**src/rtl/hexdisp_pkg.sv**
```systemverilog
// Shared types and constants for the hex display scanner: debounce state
// encoding, blank-digit pattern and the active-low 7-segment table.
package hexdisp_pkg;

  typedef enum logic [1:0] {
    RELEASED,
    PRESS_WAIT,
    PRESSED,
    RELEASE_WAIT
  } deb_state_t;

  // All segments off (active-low).
  localparam logic [6:0] SEG_BLANK = 7'b1111111;

  // Active-low segments, bit 6 = g ... bit 0 = a. Entry 0 is the rightmost.
  localparam logic [15:0][6:0] SEG_TABLE = {
    7'b0001110,  // F
    7'b0000110,  // E
    7'b0100001,  // d
    7'b1000110,  // C
    7'b0000011,  // b
    7'b0001000,  // A
    7'b0010000,  // 9
    7'b0000000,  // 8
    7'b1111000,  // 7
    7'b0000010,  // 6
    7'b0010010,  // 5
    7'b0011001,  // 4
    7'b0110000,  // 3
    7'b0100100,  // 2
    7'b1111001,  // 1
    7'b1000000   // 0
  };

endpackage

```
**src/rtl/hex_display_scanner_if.sv**
```systemverilog
// Bundles the channel buses, user controls and display outputs of the
// hex display scanner. master = stimulus side, slave = the scanner.
interface hex_display_scanner_if #(
  parameter int NUM_CH = 4,
  parameter int DATA_W = 32
);
  localparam int NUM_DIG = DATA_W / 4;
  localparam int IDX_W   = (NUM_CH > 1) ? $clog2(NUM_CH) : 1;

  logic [NUM_CH-1:0][DATA_W-1:0] ch_data;
  logic                          key_next;
  logic                          mode_auto;
  logic                          hold;
  logic [NUM_DIG-1:0][6:0]       hex;
  logic [IDX_W-1:0]              ch_idx;
  logic                          hold_led;

  modport master (
    output ch_data, key_next, mode_auto, hold,
    input  hex, ch_idx, hold_led
  );

  modport slave (
    input  ch_data, key_next, mode_auto, hold,
    output hex, ch_idx, hold_led
  );
endinterface

```
**src/rtl/hex_display_scanner_hexcoder.sv**
```systemverilog
// One hex digit to active-low 7-segment pattern, purely combinational.
module hexcoder
  import hexdisp_pkg::*;
(
  input  logic [3:0] nibble,
  output logic [6:0] seg
);
  assign seg = SEG_TABLE[nibble];
endmodule

```
**src/rtl/hex_display_scanner.sv**
```systemverilog
// Hex display scanner: selects one of NUM_CH channel buses (manual key
// stepping or timed auto-cycling), latches it into a display register and
// drives NUM_DIG active-low 7-segment digits.
// Optional build macro HEXDISP_BLANK_ZEROS_EN blanks leading zero digits
// (digit 0 is always shown).
// DEB_CYCLES and DWELL_CYCLES are expected to be at least 2.
module hex_display_scanner
  import hexdisp_pkg::*;
#(
  parameter int NUM_CH       = 4,
  parameter int DATA_W       = 32,
  parameter int DEB_CYCLES   = 1_000_000,
  parameter int DWELL_CYCLES = 50_000_000
) (
  input logic                   clk,
  input logic                   rst_n,
  hex_display_scanner_if.slave  bus
);
  localparam int NUM_DIG = DATA_W / 4;
  localparam int IDX_W   = (NUM_CH > 1) ? $clog2(NUM_CH) : 1;
  localparam int DEB_W   = $clog2(DEB_CYCLES + 1);
  localparam int DWELL_W = $clog2(DWELL_CYCLES + 1);

  localparam logic [IDX_W-1:0]   LAST_CH    = IDX_W'(NUM_CH - 1);
  localparam logic [DEB_W-1:0]   DEB_LAST   = DEB_W'(DEB_CYCLES - 1);
  localparam logic [DWELL_W-1:0] DWELL_LAST = DWELL_W'(DWELL_CYCLES - 1);

  logic [1:0] key_sync, mode_sync, hold_sync;
  logic       mode_q;
  logic       key_s, mode_s, hold_s, mode_chg;

  // Two-flop synchronisers for the key and both switches; key resets released.
  // NOTE: sequential state uses non-blocking (<=) so every flop samples pre-edge values.
  always_ff @(posedge clk or negedge rst_n) begin
    if (!rst_n) begin
      key_sync  <= 2'b11;
      mode_sync <= 2'b00;
      hold_sync <= 2'b00;
      mode_q    <= 1'b0;
    end else begin
      key_sync  <= {key_sync[0], bus.key_next};
      mode_sync <= {mode_sync[0], bus.mode_auto};
      hold_sync <= {hold_sync[0], bus.hold};
      mode_q    <= mode_sync[1];
    end
  end

  assign key_s    = key_sync[1];
  assign mode_s   = mode_sync[1];
  assign hold_s   = hold_sync[1];
  assign mode_chg = mode_s ^ mode_q;

  deb_state_t       state, state_n;
  logic [DEB_W-1:0] deb_cnt, deb_cnt_n;
  logic             press;

  // Debounce state register and stable-level counter.
  always_ff @(posedge clk or negedge rst_n) begin
    if (!rst_n) begin
      state   <= RELEASED;
      deb_cnt <= '0;
    end else begin
      state   <= state_n;
      deb_cnt <= deb_cnt_n;
    end
  end

  // Debounce next state; deb_cnt holds how many consecutive cycles the new
  // level has been seen, and press fires only on the PRESS_WAIT->PRESSED step.
  always_comb begin
    // NOTE: every output gets a default first so no path leaves a latch.
    state_n   = state;
    deb_cnt_n = deb_cnt;
    press     = 1'b0;
    unique case (state)
      RELEASED: begin
        if (!key_s) begin
          state_n   = PRESS_WAIT;
          deb_cnt_n = DEB_W'(1);
        end
      end
      PRESS_WAIT: begin
        if (key_s) begin
          state_n   = RELEASED;
          deb_cnt_n = '0;
        end else if (deb_cnt >= DEB_LAST) begin
          state_n   = PRESSED;
          deb_cnt_n = '0;
          press     = 1'b1;
        end else begin
          deb_cnt_n = deb_cnt + 1'b1;
        end
      end
      PRESSED: begin
        if (key_s) begin
          state_n   = RELEASE_WAIT;
          deb_cnt_n = DEB_W'(1);
        end
      end
      RELEASE_WAIT: begin
        if (!key_s) begin
          state_n   = PRESSED;
          deb_cnt_n = '0;
        end else if (deb_cnt >= DEB_LAST) begin
          state_n   = RELEASED;
          deb_cnt_n = '0;
        end else begin
          deb_cnt_n = deb_cnt + 1'b1;
        end
      end
      default: state_n = RELEASED;
    endcase
  end

  logic [IDX_W-1:0]   ch_idx_q;
  logic [DWELL_W-1:0] dwell;
  logic               advance;

  // A press and a dwell terminal count landing together still give one step.
  assign advance = !hold_s && (press || (mode_s && (dwell == DWELL_LAST)));

  // Channel index and dwell timer; the timer idles at zero in manual mode and
  // restarts on every advance or mode flip.
  always_ff @(posedge clk or negedge rst_n) begin
    if (!rst_n) begin
      ch_idx_q <= '0;
      dwell    <= '0;
    end else begin
      if (advance) begin
        ch_idx_q <= (ch_idx_q == LAST_CH) ? '0 : ch_idx_q + 1'b1;
      end
      if (advance || mode_chg || !mode_s) begin
        dwell <= '0;
      end else if (!hold_s) begin
        dwell <= dwell + 1'b1;
      end
    end
  end

  logic [DATA_W-1:0] disp;

  // Display register follows the selected channel unless frozen by hold.
  always_ff @(posedge clk or negedge rst_n) begin
    if (!rst_n) begin
      disp <= '0;
    end else if (!hold_s) begin
      disp <= bus.ch_data[ch_idx_q];
    end
  end

  assign bus.ch_idx   = ch_idx_q;
  assign bus.hold_led = hold_s;

  logic [NUM_DIG-1:0][6:0] seg;

  for (genvar g = 0; g < NUM_DIG; g++) begin : g_dig
    hexcoder u_hexcoder (
      .nibble (disp[4*g +: 4]),
      .seg    (seg[g])
    );
  end

`ifdef HEXDISP_BLANK_ZEROS_EN
  // upper_zero[i]: digits i..NUM_DIG-1 are all zero, so digit i is leading.
  logic [NUM_DIG:1] upper_zero;
  assign upper_zero[NUM_DIG] = 1'b1;
  assign bus.hex[0] = seg[0];
  for (genvar g = 1; g < NUM_DIG; g++) begin : g_blank
    assign upper_zero[g] = upper_zero[g+1] && (disp[4*g +: 4] == 4'h0);
    assign bus.hex[g]    = upper_zero[g] ? SEG_BLANK : seg[g];
  end
`else
  assign bus.hex = seg;
`endif

endmodule

```
**src/flat_wrapper.sv**
```systemverilog
// flat-port wrapper written by rule: the top's interface ports become plain ports
module hex_display_scanner_flat import hexdisp_pkg::*;
#(
  parameter int NUM_CH       = 4,
  parameter int DATA_W       = 32,
  parameter int DEB_CYCLES   = 1_000_000,
  parameter int DWELL_CYCLES = 50_000_000
)
  (clk, rst_n, bus_ch_data, bus_key_next, bus_mode_auto, bus_hold, bus_hex, bus_ch_idx, bus_hold_led);
  hex_display_scanner_if #(.NUM_CH(NUM_CH), .DATA_W(DATA_W)) bus_i ();
  input logic clk;
  input logic rst_n;
  input wire logic [$bits(bus_i.ch_data)-1:0] bus_ch_data;
  input wire logic [$bits(bus_i.key_next)-1:0] bus_key_next;
  input wire logic [$bits(bus_i.mode_auto)-1:0] bus_mode_auto;
  input wire logic [$bits(bus_i.hold)-1:0] bus_hold;
  output wire logic [$bits(bus_i.hex)-1:0] bus_hex;
  output wire logic [$bits(bus_i.ch_idx)-1:0] bus_ch_idx;
  output wire logic [$bits(bus_i.hold_led)-1:0] bus_hold_led;
  assign bus_i.ch_data = bus_ch_data;
  assign bus_i.key_next = bus_key_next;
  assign bus_i.mode_auto = bus_mode_auto;
  assign bus_i.hold = bus_hold;
  assign bus_hex = bus_i.hex;
  assign bus_ch_idx = bus_i.ch_idx;
  assign bus_hold_led = bus_i.hold_led;
  hex_display_scanner #(.NUM_CH(NUM_CH), .DATA_W(DATA_W), .DEB_CYCLES(DEB_CYCLES), .DWELL_CYCLES(DWELL_CYCLES)) u_core (.clk(clk), .rst_n(rst_n), .bus(bus_i));
endmodule
```
**config.mk**
```make
export PLATFORM = sky130hd
export DESIGN_NAME = hex_display_scanner_flat
export DESIGN_NICKNAME = d
export VERILOG_FILES = /design/src/rtl/hexdisp_pkg.sv /design/src/rtl/hex_display_scanner_if.sv /design/src/rtl/hex_display_scanner_hexcoder.sv /design/src/rtl/hex_display_scanner.sv /design/src/flat_wrapper.sv
export SDC_FILE = /design/constraint.sdc
export NUM_CORES = 1
export LEC_CHECK = 0
export ABC_AREA = 1
export BUFFER_PORTS_ARGS = -buffer_cell sky130_fd_sc_hd__buf_2
export CORE_ASPECT_RATIO = 1.4
export CORE_MARGIN = 4
export CORE_UTILIZATION = 25
export DETAILED_ROUTE_END_ITERATION = 12
export PLACE_DENSITY = 0.55
export SYNTH_ARGS = -nofsm -noshare
export SYNTH_HDL_FRONTEND = slang
export SYNTH_SLANG_ARGS = --single-unit
export TNS_END_PERCENT = 100
```
**constraint.sdc**
```tcl
create_clock -name clk -period 1.9 [get_ports clk]
set_clock_uncertainty 0.2 [all_clocks]
set_input_delay 0.095 -clock clk [delete_from_list [all_inputs] [get_ports clk]]
set_output_delay 0.095 -clock clk [all_outputs]
set_load 0.02 [all_outputs]
```
==> results of run 1 <==
-- layout make-up --
type	count	share of cell area (%)
diodes	1	0.02299
repair buffers	353	24.93
clock buffers	11	2.138
flip-flops and latches	89	20.70
inverters	94	3.667
multi-input cells	774	43.60
well taps	365	4.195
clock inverters	5	0.7471
-- cell families after synthesis --
logic type | synth area share (%)
flip-flops | 32.32
XOR/XNOR | 2.539
buffers and inverters | 7.981
AND/OR/NAND/NOR | 29.64
adder cells (fa/ha/maj) | 9.251
AO/OA/AOI/OAI | 18.12
multiplexers | 0.1451
-- final timing paths --
path,from,to,slack [ns]
max,u_core.disp[0],bus_hex[3],-0.03
min,bus_ch_data[79],u_core.disp[15],-0.005
max reg2reg,u_core.bus.ch_idx[0],u_core.disp[16],0.07
min reg2reg,u_core.mode_sync[0],u_core.mode_sync[1],0.15
max in group asynchronous,rst_n,u_core.key_sync[1],0.86
min in group asynchronous,rst_n,u_core.dwell[14],0.06
-- synth_stat cells --
master | number | area, µm²
nand3_1 | 43 | 215.2
o21bai_1 | 2 | 15.01
nand4_2 | 1 | 12.51
nand3b_1 | 1 | 7.510
nand2_1 | 229 | 859.6
nor2_4 | 3 | 33.78
buf_6 | 2 | 22.52
ha_1 | 51 | 638.1
buf_4 | 2 | 15.01
nand2_2 | 2 | 12.51
o31ai_1 | 2 | 15.01
o32ai_1 | 32 | 280.3
a21o_1 | 2 | 15.01
a21oi_1 | 47 | 235.2
dfstp_2 | 2 | 52.55
buf_2 | 5 | 25.02
o22ai_1 | 11 | 68.82
xor2_1 | 15 | 131.4
clkbuf_1 | 35 | 131.4
a32o_1 | 6 | 60.06
nand4_4 | 1 | 21.27
o21ai_0 | 100 | 500.5
dfrtp_1 | 87 | 2177
nand4_1 | 9 | 56.30
nand3_2 | 2 | 20.02
nor4_2 | 1 | 12.51
inv_1 | 88 | 330.3
nand3_4 | 1 | 17.52
mux2i_1 | 1 | 10.01
buf_1 | 1 | 3.750
o21ai_1 | 4 | 20.02
clkinv_1 | 3 | 11.26
o211ai_1 | 2 | 15.01
or2_2 | 1 | 6.260
nor3_1 | 11 | 55.05
inv_2 | 3 | 11.26
nor4_1 | 1 | 6.260
xnor2_1 | 5 | 43.79
nor2_1 | 181 | 679.4
a32oi_1 | 2 | 17.52
a22oi_1 | 1 | 7.510
nor2_2 | 3 | 18.77
nor3_2 | 1 | 10.01
-- stage by stage --
stage | total power, W | setup TNS [ns] | setup WS (ns)
2_1_floorplan | 0.003156 | 0 | 0.1796
3_3_place_gp | 0.003820 | -0.005352 | -0.005352
3_5_place_dp | 0.003824 | 0 | 0.03935
4_1_cts | 0.006081 | -0.06674 | -0.01630
5_1_grt | 0.006747 | -0.8937 | -0.09052
6_report | 0.006383 | -0.03129 | -0.03129
-- registers in the layout, indices dropped and copies added, names as in the netlist, named ones only --
name	flops
u_core.mode_sync	2
u_core.mode_q	1
u_core.disp	32
u_core.deb_cnt	20
u_core.dwell	26
u_core.state	1
u_core.bus.ch_idx	2
u_core.key_sync	2
u_core.hold_sync	2
-- where the power goes --
group | internal (W) | switching (W) | total (W) | leakage, nW
logic | 0.00103 | 0.00124 | 0.00226 | 3.76
registers | 0.00201 | 0.000183 | 0.00220 | 1.14
clock network | 0.00116 | 0.000767 | 0.00192 | 0.150
total | 0.00420 | 0.00219 | 0.00638 | 5.05
-- metal layers --
metal / up-vias / track usage [%] / wire (µm)
li1: 3951 / - / -
met2: 234 / 27.80 / 12470
met5: - / 0 / 0
met4: 0 / 6.009 / 768
met1: 3695 / 15.79 / 9484
met3: 49 / 2.788 / 1300
-- worst register-to-register path, cell delays in order (launching register included) --
cell and delay [ns]:
dfrtp_2 0.44, buf_12 0.16, buf_12 0.16, o21ai_0 0.28, o32ai_2 0.17, buf_4 0.17
nand2_1 0.05, o21ai_0 0.08
-- repair_timing --
| item | in CTS | in global routing |
|---|---|---|
| endpoints found under the setup margin | 38 | 96 |
| hold buffers | 70 | 0 |
| buffers inserted | 24 | 19 |
| resized for setup | 75 | 203 |
| cloned | 0 | 2 |
| pin swaps | 6 | 47 |
| endpoints found under the hold margin | 111 | 0 |
==> impl_metrics.py, run 1 <==
metrics = {
    "detailed_routing": {
        "vias": 7929,
        "drt_iter0_drc": 325,
        "drc_errors": 0,
        "wl_per_cell_um": 14.20,
        "first_pass_iters": 5,
        "ant_nets": 0,
        "drt-total-wl_mm": 24.02,
        "vias_per_cell": 4.686,
    },
    "worst_setup_path": {
        "crit_fanout": 6,
        "crit_family": "flip-flops",
        "worstPathArrival_ns": 1.64,
        "cp_common_cell": "nand2_1",
        "crit_path_top_delay_cell": "dfrtp_2",
        "path_cells": "clkinv_4 -> buf_6 -> ha_2 -> nand2_1 -> nand2_1 -> nand2_1 -> nand2_1 -> buf_6",
        "crit_cells": 8,
        "worst_r2r_path_depth": 7,
        "endpoint_kind": "output pin",
        "crit_type": "flip-flop to output pin",
        "critPathMaxStageDelay_ns": 0.44,
        "critical_path_required_ns": 1.60,
        "cp-start-kind": "flip-flop",
        "critical_path_buf_inv_count": 3,
    },
    "synthesis": {
        "yosysWarnings": 0,
        "synth_cells": 1002,
        "yosysSeqAreaShare_pct": 32.32,
        "synth-seq-cells": 89,
        "synth_nets": 1186,
        "syn_area_um2": 6898,
        "synth.avg_cell_area_um2": 6.884,
        "yosysUniqueCellTypes": 43,
    },
    "floorplan": {
        "initial_core_util_pct": 25.54,
        "die_x_um": 148.4,
        "dieArea_um2": 30350,
        "rows": 71,
        "coreArea_um2": 27010,
        "ios": 192,
        "die_h_um": 204.5,
    },
    "global_routing": {
        "first_global_vias": 7855,
        "grt_util_all_layers_pct": 14.66,
        "grt_pass1_wl_mm": 36.83,
        "gr-total-overflow": 0,
        "antenna_found_initial": 0,
        "grt_max_degree": 49,
    },
    "sta": {
        "report.final.slew_viol_count": 0,
        "rsz0062_at_grt": "yes",
        "finalHoldViolCount": 2,
        "setup_viol": 1,
        "final.period_utilization_pct": 101.6,
        "fmaxAchievable_mhz": 517.8,
        "relSlewSlack_pct": 64.17,
        "hold_slack_ns": -0.005207,
        "tightest_slew_ns": 0.5374,
        "period_needed_ns": 1.931,
        "fin_ws_ns": -0.03129,
    },
    "final_layout": {
        "final_cell_mix": "206 x nand2_1, 174 x nor2_1, 156 x buf_2, 81 x buf_4, 80 x o21ai_0",
        "final_util_pct": 40.31,
        "final_common_cell": "nand2_1",
        "seqCellArea_um2": 2253,
        "design_area_um2": 10890,
        "synthToLayoutAreaGrowth_pct": 57.81,
        "fillCellCount": 2725,
        "fin_cells": 1692,
        "finalNetCount": 1505,
        "multi_input_area_um2": 4746,
        "drive_gt1_share_pct": 35.14,
    },
    "job": {
        "drv_cap": 0,
    },
    "power": {
        "ir_worst_vdd_mv": 0.4424,
        "power_density_nw_per_um2": 586.4,
        "leakage_nw": 5.052,
    },
    "clock_tree": {
        "cts.sinks": 89,
        "clock_latency_ns": 0.35,
        "clockBufferDepth": 2,
        "cts-root-buf": "clkbuf_16",
        "numCtsBuffers": 9,
        "htree_levels": 3,
        "clk_pin_slew_ns": 0.07,
        "cts_tree": "yes",
    },
    "place": {
        "port_buffers": 191,
        "placedInstanceArea_um2": 8583,
        "gp_congestion": 0.8522,
        "place_hpwl_mm": 16.59,
        "dp.cells": 1560,
    },
    "worst_hold_path": {
        "hold_path_depth": 5,
        "hold_class": "input port to flip-flop",
    },
    "status": {
        "violations": "hold timing, setup timing",
        "outcome": "finished with violations",
    },
}
No activity file was read; power rests on OpenSTA's default activity.
==> inputs of run 2 (changes only) <==
--- a/config.mk
+++ b/config.mk
@@ -6,7 +6,7 @@
 export NUM_CORES = 1
 export LEC_CHECK = 0
 export ABC_AREA = 1
-export BUFFER_PORTS_ARGS = -buffer_cell sky130_fd_sc_hd__buf_2
+export BUFFER_PORTS_ARGS = -buffer_cell sky130_fd_sc_hd__buf_4
 export CORE_ASPECT_RATIO = 1.4
 export CORE_MARGIN = 4
 export CORE_UTILIZATION = 25
==> impl_metrics.py, run 2 (synthesis gave the netlist of run 1 again) <==
metrics = {
    "status": {
        "outcome": "finished with violations",
        "violations": "hold timing, setup timing",
    },
    "worst_setup_path": {
        "reg2reg_to": "u_core.dwell[17]",
        "cp-start-kind": "flip-flop",
        "crit_fanout": 4,
        "crit_path_top_delay_cell": "dfrtp_1",
        "worst_r2r_path_depth": 7,
        "crit_type": "flip-flop to output pin",
        "path_cells": "buf_4 -> ha_4 -> inv_1 -> o21ai_1 -> o21ai_1 -> nand2_1 -> buf_4",
        "rrSetupSlack_ns": 0.07,
        "reg2reg_from": "u_core.dwell[0]",
        "critical_path_buf_inv_count": 3,
        "crit_family": "flip-flops",
        "worstPathArrival_ns": 1.62,
        "critPathMaxStageDelay_ns": 0.43,
        "endpoint_kind": "output pin",
        "critical_path_required_ns": 1.60,
    },
    "place": {
        "placedInstanceArea_um2": 8999,
        "gp_congestion": 0.8131,
        "place_hpwl_mm": 16.75,
        "port_buffers": 191,
    },
    "detailed_routing": {
        "vias": 7836,
        "first_pass_iters": 5,
        "drc_errors": 0,
        "drt-total-wl_mm": 24.31,
        "vias_per_cell": 4.675,
        "wl_per_cell_um": 14.50,
        "ant_nets": 0,
        "drt_iter0_drc": 342,
    },
    "floorplan": {
        "dieArea_um2": 30350,
        "die_h_um": 204.5,
        "ios": 192,
        "rows": 71,
        "die_x_um": 148.4,
        "coreArea_um2": 27010,
        "initial_core_util_pct": 25.54,
    },
    "sta": {
        "period_needed_ns": 1.916,
        "rsz0062_at_grt": "yes",
        "fmaxAchievable_mhz": 521.8,
        "setup_viol": 3,
        "finalSetupTns_ns": -0.03416,
        "report.final.slew_viol_count": 0,
        "hold_slack_ns": -0.004229,
        "fin_ws_ns": -0.01640,
        "tightest_slew_ns": 0.5063,
        "final.period_utilization_pct": 100.9,
        "relSlewSlack_pct": 65.93,
        "finalHoldViolCount": 6,
    },
    "worst_hold_path": {
        "hold_class": "input port to async pin",
    },
    "final_layout": {
        "largest_reg_flops": 32,
        "multi_input_area_um2": 4896,
        "final_util_pct": 41.88,
        "finalNetCount": 1490,
        "final_cell_mix": "225 x buf_4, 200 x nand2_1, 168 x nor2_1, 78 x o21ai_0, 67 x dlygate4sd3_1",
        "seqCellArea_um2": 2260,
        "top_register": "u_core.disp",
        "largestRegisters": "u_core.disp x32, u_core.dwell x26, u_core.deb_cnt x20",
        "fillCellCount": 2695,
        "drive_gt1_share_pct": 36.92,
        "design_area_um2": 11310,
        "synthToLayoutAreaGrowth_pct": 63.98,
        "insertedDiodeCount": 0,
        "final_common_cell": "buf_4",
    },
    "clock_tree": {
        "clock_latency_ns": 0.36,
        "cts.sinks": 89,
        "cts-root-buf": "clkbuf_16",
        "clk_pin_slew_ns": 0.08,
        "cts_tree": "yes",
        "clockBufferDepth": 2,
        "htree_levels": 3,
        "numCtsBuffers": 9,
    },
    "global_routing": {
        "grt_max_degree": 39,
        "antenna_found_initial": 0,
        "first_global_vias": 7734,
        "grt_pass1_wl_mm": 37.00,
        "grt_util_all_layers_pct": 14.70,
        "gr-total-overflow": 0,
    },
    "job": {
        "drv_cap": 0,
    },
    "power": {
        "ir_worst_vdd_mv": 0.3847,
        "power_density_nw_per_um2": 571.8,
        "leakage_nw": 5.194,
    },
}
-- run 2: how the worst max path moves through the flow --
stage	startpoint	to	cells after the start
after global placement	u_core.bus.ch_idx[0]	u_core.disp[10]	7
after floorplan	u_core.hold_sync[1]	u_core.dwell[9]	7
after detailed placement	u_core.deb_cnt[1]	u_core.deb_cnt[13]	10
after CTS	u_core.disp[8]	bus_hex[17]	6
after global routing	u_core.disp[28]	bus_hex[49]	7
final	u_core.disp[28]	bus_hex[49]	7
-- run 2: metrics by stage --
stage / hold WS [ns] / worst slack, ns / power [W] / std cells
final: -0.004229 / -0.01640 / 0.006468 / 1676
after global routing: 0.02161 / -0.08993 / 0.006850 / 1676
after CTS: 0.001232 / -0.04165 / 0.006145 / 1654
after detailed placement: -0.1453 / 0.01099 / 0.004003 / 1552
after global placement: -0.1476 / 0.004400 / 0.003992 / 1552
after floorplan: -0.4006 / 0.1796 / 0.003156 / 1002
-- run 2: where the power goes --
group	total [W]	switching (W)	leakage [nW]	internal (W)
Combinational	0.00242	0.00127	3.91	0.00116
Clock	0.00184	0.000899	0.151	0.000943
Sequential	0.00220	0.000189	1.13	0.00201
Total	0.00647	0.00236	5.19	0.00411
-- run 2: layer usage --
metal | global-route usage [%] | wire length (µm) | up-vias
met3 | 2.191 | 1146 | 37
met1 | 16.80 | 9909 | 3645
met2 | 27.80 | 12760 | 232
li1 | - | - | 3922
met5 | 0 | 0 | -
met4 | 4.754 | 498 | 0
-- run 2: repair_timing --
item	CTS	global route
endpoints found under the setup margin	47	101
gates resized for setup	81	201
buffers inserted	19	19
pin swaps	14	48
hold buffers	67	0
hold endpoints to repair	111	0
cloned	0	3
-- run 2: final cells by class --
cell class / count / share of cell area, %
Multi-Input combinational cell: 774 / 43.29
Timing Repair Buffer: 338 / 26.46
Sequential cell: 89 / 19.98
Tap cell: 365 / 4.038
Inverter: 94 / 3.507
Clock buffer: 9 / 1.991
Clock inverter: 7 / 0.7412
==> inputs of run 3 (changes only) <==
--- a/config.mk
+++ b/config.mk
@@ -12,6 +12,8 @@
 export CORE_UTILIZATION = 25
 export DETAILED_ROUTE_END_ITERATION = 12
 export PLACE_DENSITY = 0.55
+export RECOVER_POWER = 25
+export SLEW_MARGIN = 20
 export SYNTH_ARGS = -nofsm -noshare
 export SYNTH_HDL_FRONTEND = slang
 export SYNTH_SLANG_ARGS = --single-unit
==> impl_metrics.py, run 3 (synthesis gave the netlist of run 1 again) <==
metrics = {
    "worst_setup_path": {
        "rrSetupSlack_ns": 0.07,
        "endpoint_kind": "output pin",
        "critical_path_required_ns": 1.60,
        "crit_path_top_delay_cell": "dfrtp_2",
        "critical_path_buf_inv_count": 2,
        "crit_fanout": 3,
        "cp_common_cell": "nand2_4",
        "worstPathArrival_ns": 1.62,
        "cp-start-kind": "flip-flop",
        "crit_family": "flip-flops",
        "critPathMaxStageDelay_ns": 0.44,
        "path_cells": "buf_6 -> ha_4 -> nand2_4 -> nand2_4 -> a21oi_2 -> a21oi_1 -> buf_4",
        "crit_type": "flip-flop to output pin",
    },
    "status": {
        "violations": "hold timing, setup timing",
        "outcome": "finished with violations",
    },
    "global_routing": {
        "first_global_vias": 7734,
        "grt_max_degree": 39,
        "grt_util_all_layers_pct": 14.70,
        "gr-total-overflow": 0,
        "antenna_found_initial": 0,
        "grt_pass1_wl_mm": 37.00,
    },
    "sta": {
        "setup_viol": 3,
        "finalHoldViolCount": 2,
        "final.period_utilization_pct": 100.8,
        "tightest_slew_ns": 0.7109,
        "fmaxAchievable_mhz": 522.0,
        "rsz0062_at_grt": "yes",
        "relSlewSlack_pct": 52.60,
        "report.final.slew_viol_count": 0,
        "fin_ws_ns": -0.01566,
        "finalSetupTns_ns": -0.03394,
        "hold_slack_ns": -0.001348,
        "period_needed_ns": 1.916,
    },
    "final_layout": {
        "drive_gt1_share_pct": 36.92,
        "final_common_cell": "buf_4",
        "finalNetCount": 1490,
        "largest_reg_flops": 32,
        "fillCellCount": 2696,
        "synthToLayoutAreaGrowth_pct": 63.72,
        "final_util_pct": 41.82,
        "insertedDiodeCount": 0,
        "top_register": "u_core.disp",
        "largestRegisters": "u_core.disp x32, u_core.dwell x26, u_core.deb_cnt x20",
        "design_area_um2": 11290,
        "final_cell_mix": "221 x buf_4, 200 x nand2_1, 168 x nor2_1, 78 x o21ai_0, 67 x dlygate4sd3_1",
    },
    "power": {
        "ir_worst_vdd_mv": 0.3834,
        "leakage_nw": 5.188,
        "power_density_nw_per_um2": 572.0,
        "fin_total_pwr_w": 0.006460,
    },
    "place": {
        "gp_congestion": 0.8131,
        "place_hpwl_mm": 16.75,
        "placedInstanceArea_um2": 8999,
        "port_buffers": 191,
    },
    "clock_tree": {
        "clock_latency_ns": 0.36,
        "htree_levels": 3,
        "cts-root-buf": "clkbuf_16",
        "numCtsBuffers": 9,
        "cts.sinks": 89,
        "cts_tree": "yes",
        "clockBufferDepth": 2,
        "clk_pin_slew_ns": 0.07,
    },
    "detailed_routing": {
        "wl_per_cell_um": 14.54,
        "vias": 7855,
        "ant_nets": 0,
        "first_pass_iters": 5,
        "drc_errors": 0,
        "drt_iter0_drc": 346,
        "dr_wl_met2_mm": 12.77,
        "drt-total-wl_mm": 24.36,
        "vias_per_cell": 4.687,
        "wl_met1_mm": 9.973,
        "met3_length_mm": 1.127,
        "dr.max_layer_used": "met4",
    },
    "floorplan": {
        "ios": 192,
        "coreArea_um2": 27010,
        "die_h_um": 204.5,
        "dieArea_um2": 30350,
        "initial_core_util_pct": 25.54,
        "rows": 71,
        "die_x_um": 148.4,
    },
    "job": {
        "drv_cap": 0,
    },
    "worst_hold_path": {
        "hold_class": "input port to flip-flop",
    },
}
-- run 3: routing by layer --
metal | vias to the layer above | track usage (%)
met3 | 37 | 2.191
met5 | - | 0
met4 | 0 | 4.754
li1 | 3922 | -
met1 | 3669 | 16.80
met2 | 227 | 27.80
-- run 3: repair_timing --
action	in CTS	in global routing
cloned	0	3
hold buffers	67	0
hold endpoints to repair	111	0
pin swaps	14	48
endpoints found under the setup margin	47	101
setup buffers	19	19
resized for setup	81	201
-- run 3: final cells by class --
class                   count  area [µm²]  area share (%)
well taps                 365       456.7           4.044
clock buffers               9       225.2           1.994
clock inverters             7       83.83          0.7423
flip-flops and latches     89        2260           20.01
inverters                  94       396.6           3.512
repair buffers            338        2975           26.35
multi-input cells         774        4896           43.35
-- run 3: worst register-to-register path, cell delays in order (launching register included) --
cell and delay, ns:
dfrtp_1 0.40, ha_2 0.23, nand4_4 0.17, nor2_2 0.16
nand3_2 0.15, nand3_4 0.18, clkbuf_16 0.18, nor2_1 0.04
-- run 3: final timing paths --
kind | start | to | cells after the start
setup reg to reg | u_core.dwell[0] | u_core.dwell[17] | 7
min in group asynchronous | rst_n | u_core.dwell[25] | 2
hold / removal | bus_ch_data[90] | u_core.disp[26] | 5
hold reg to reg | u_core.hold_sync[0] | u_core.hold_sync[1] | 0
setup / recovery | u_core.disp[0] | bus_hex[6] | 7
max in group asynchronous | rst_n | u_core.disp[26] | 3
-- run 3: report_power, final --
group | total, W | internal [W] | switching, W
clock network | 0.00184 | 0.000942 | 0.000895
logic | 0.00242 | 0.00115 | 0.00127
registers | 0.00220 | 0.00201 | 0.000189
total | 0.00646 | 0.00411 | 0.00235
-- run 3: through the flow --
step	hold slack (ns)	std cells	setup WS, ns
final	-0.001348	1676	-0.01566
after global routing	0.02161	1676	-0.08993
after CTS	0.001232	1654	-0.04165
after detailed placement	-0.1453	1552	0.01099
after global placement	-0.1476	1552	0.004400
after floorplan	-0.4006	1002	0.1796
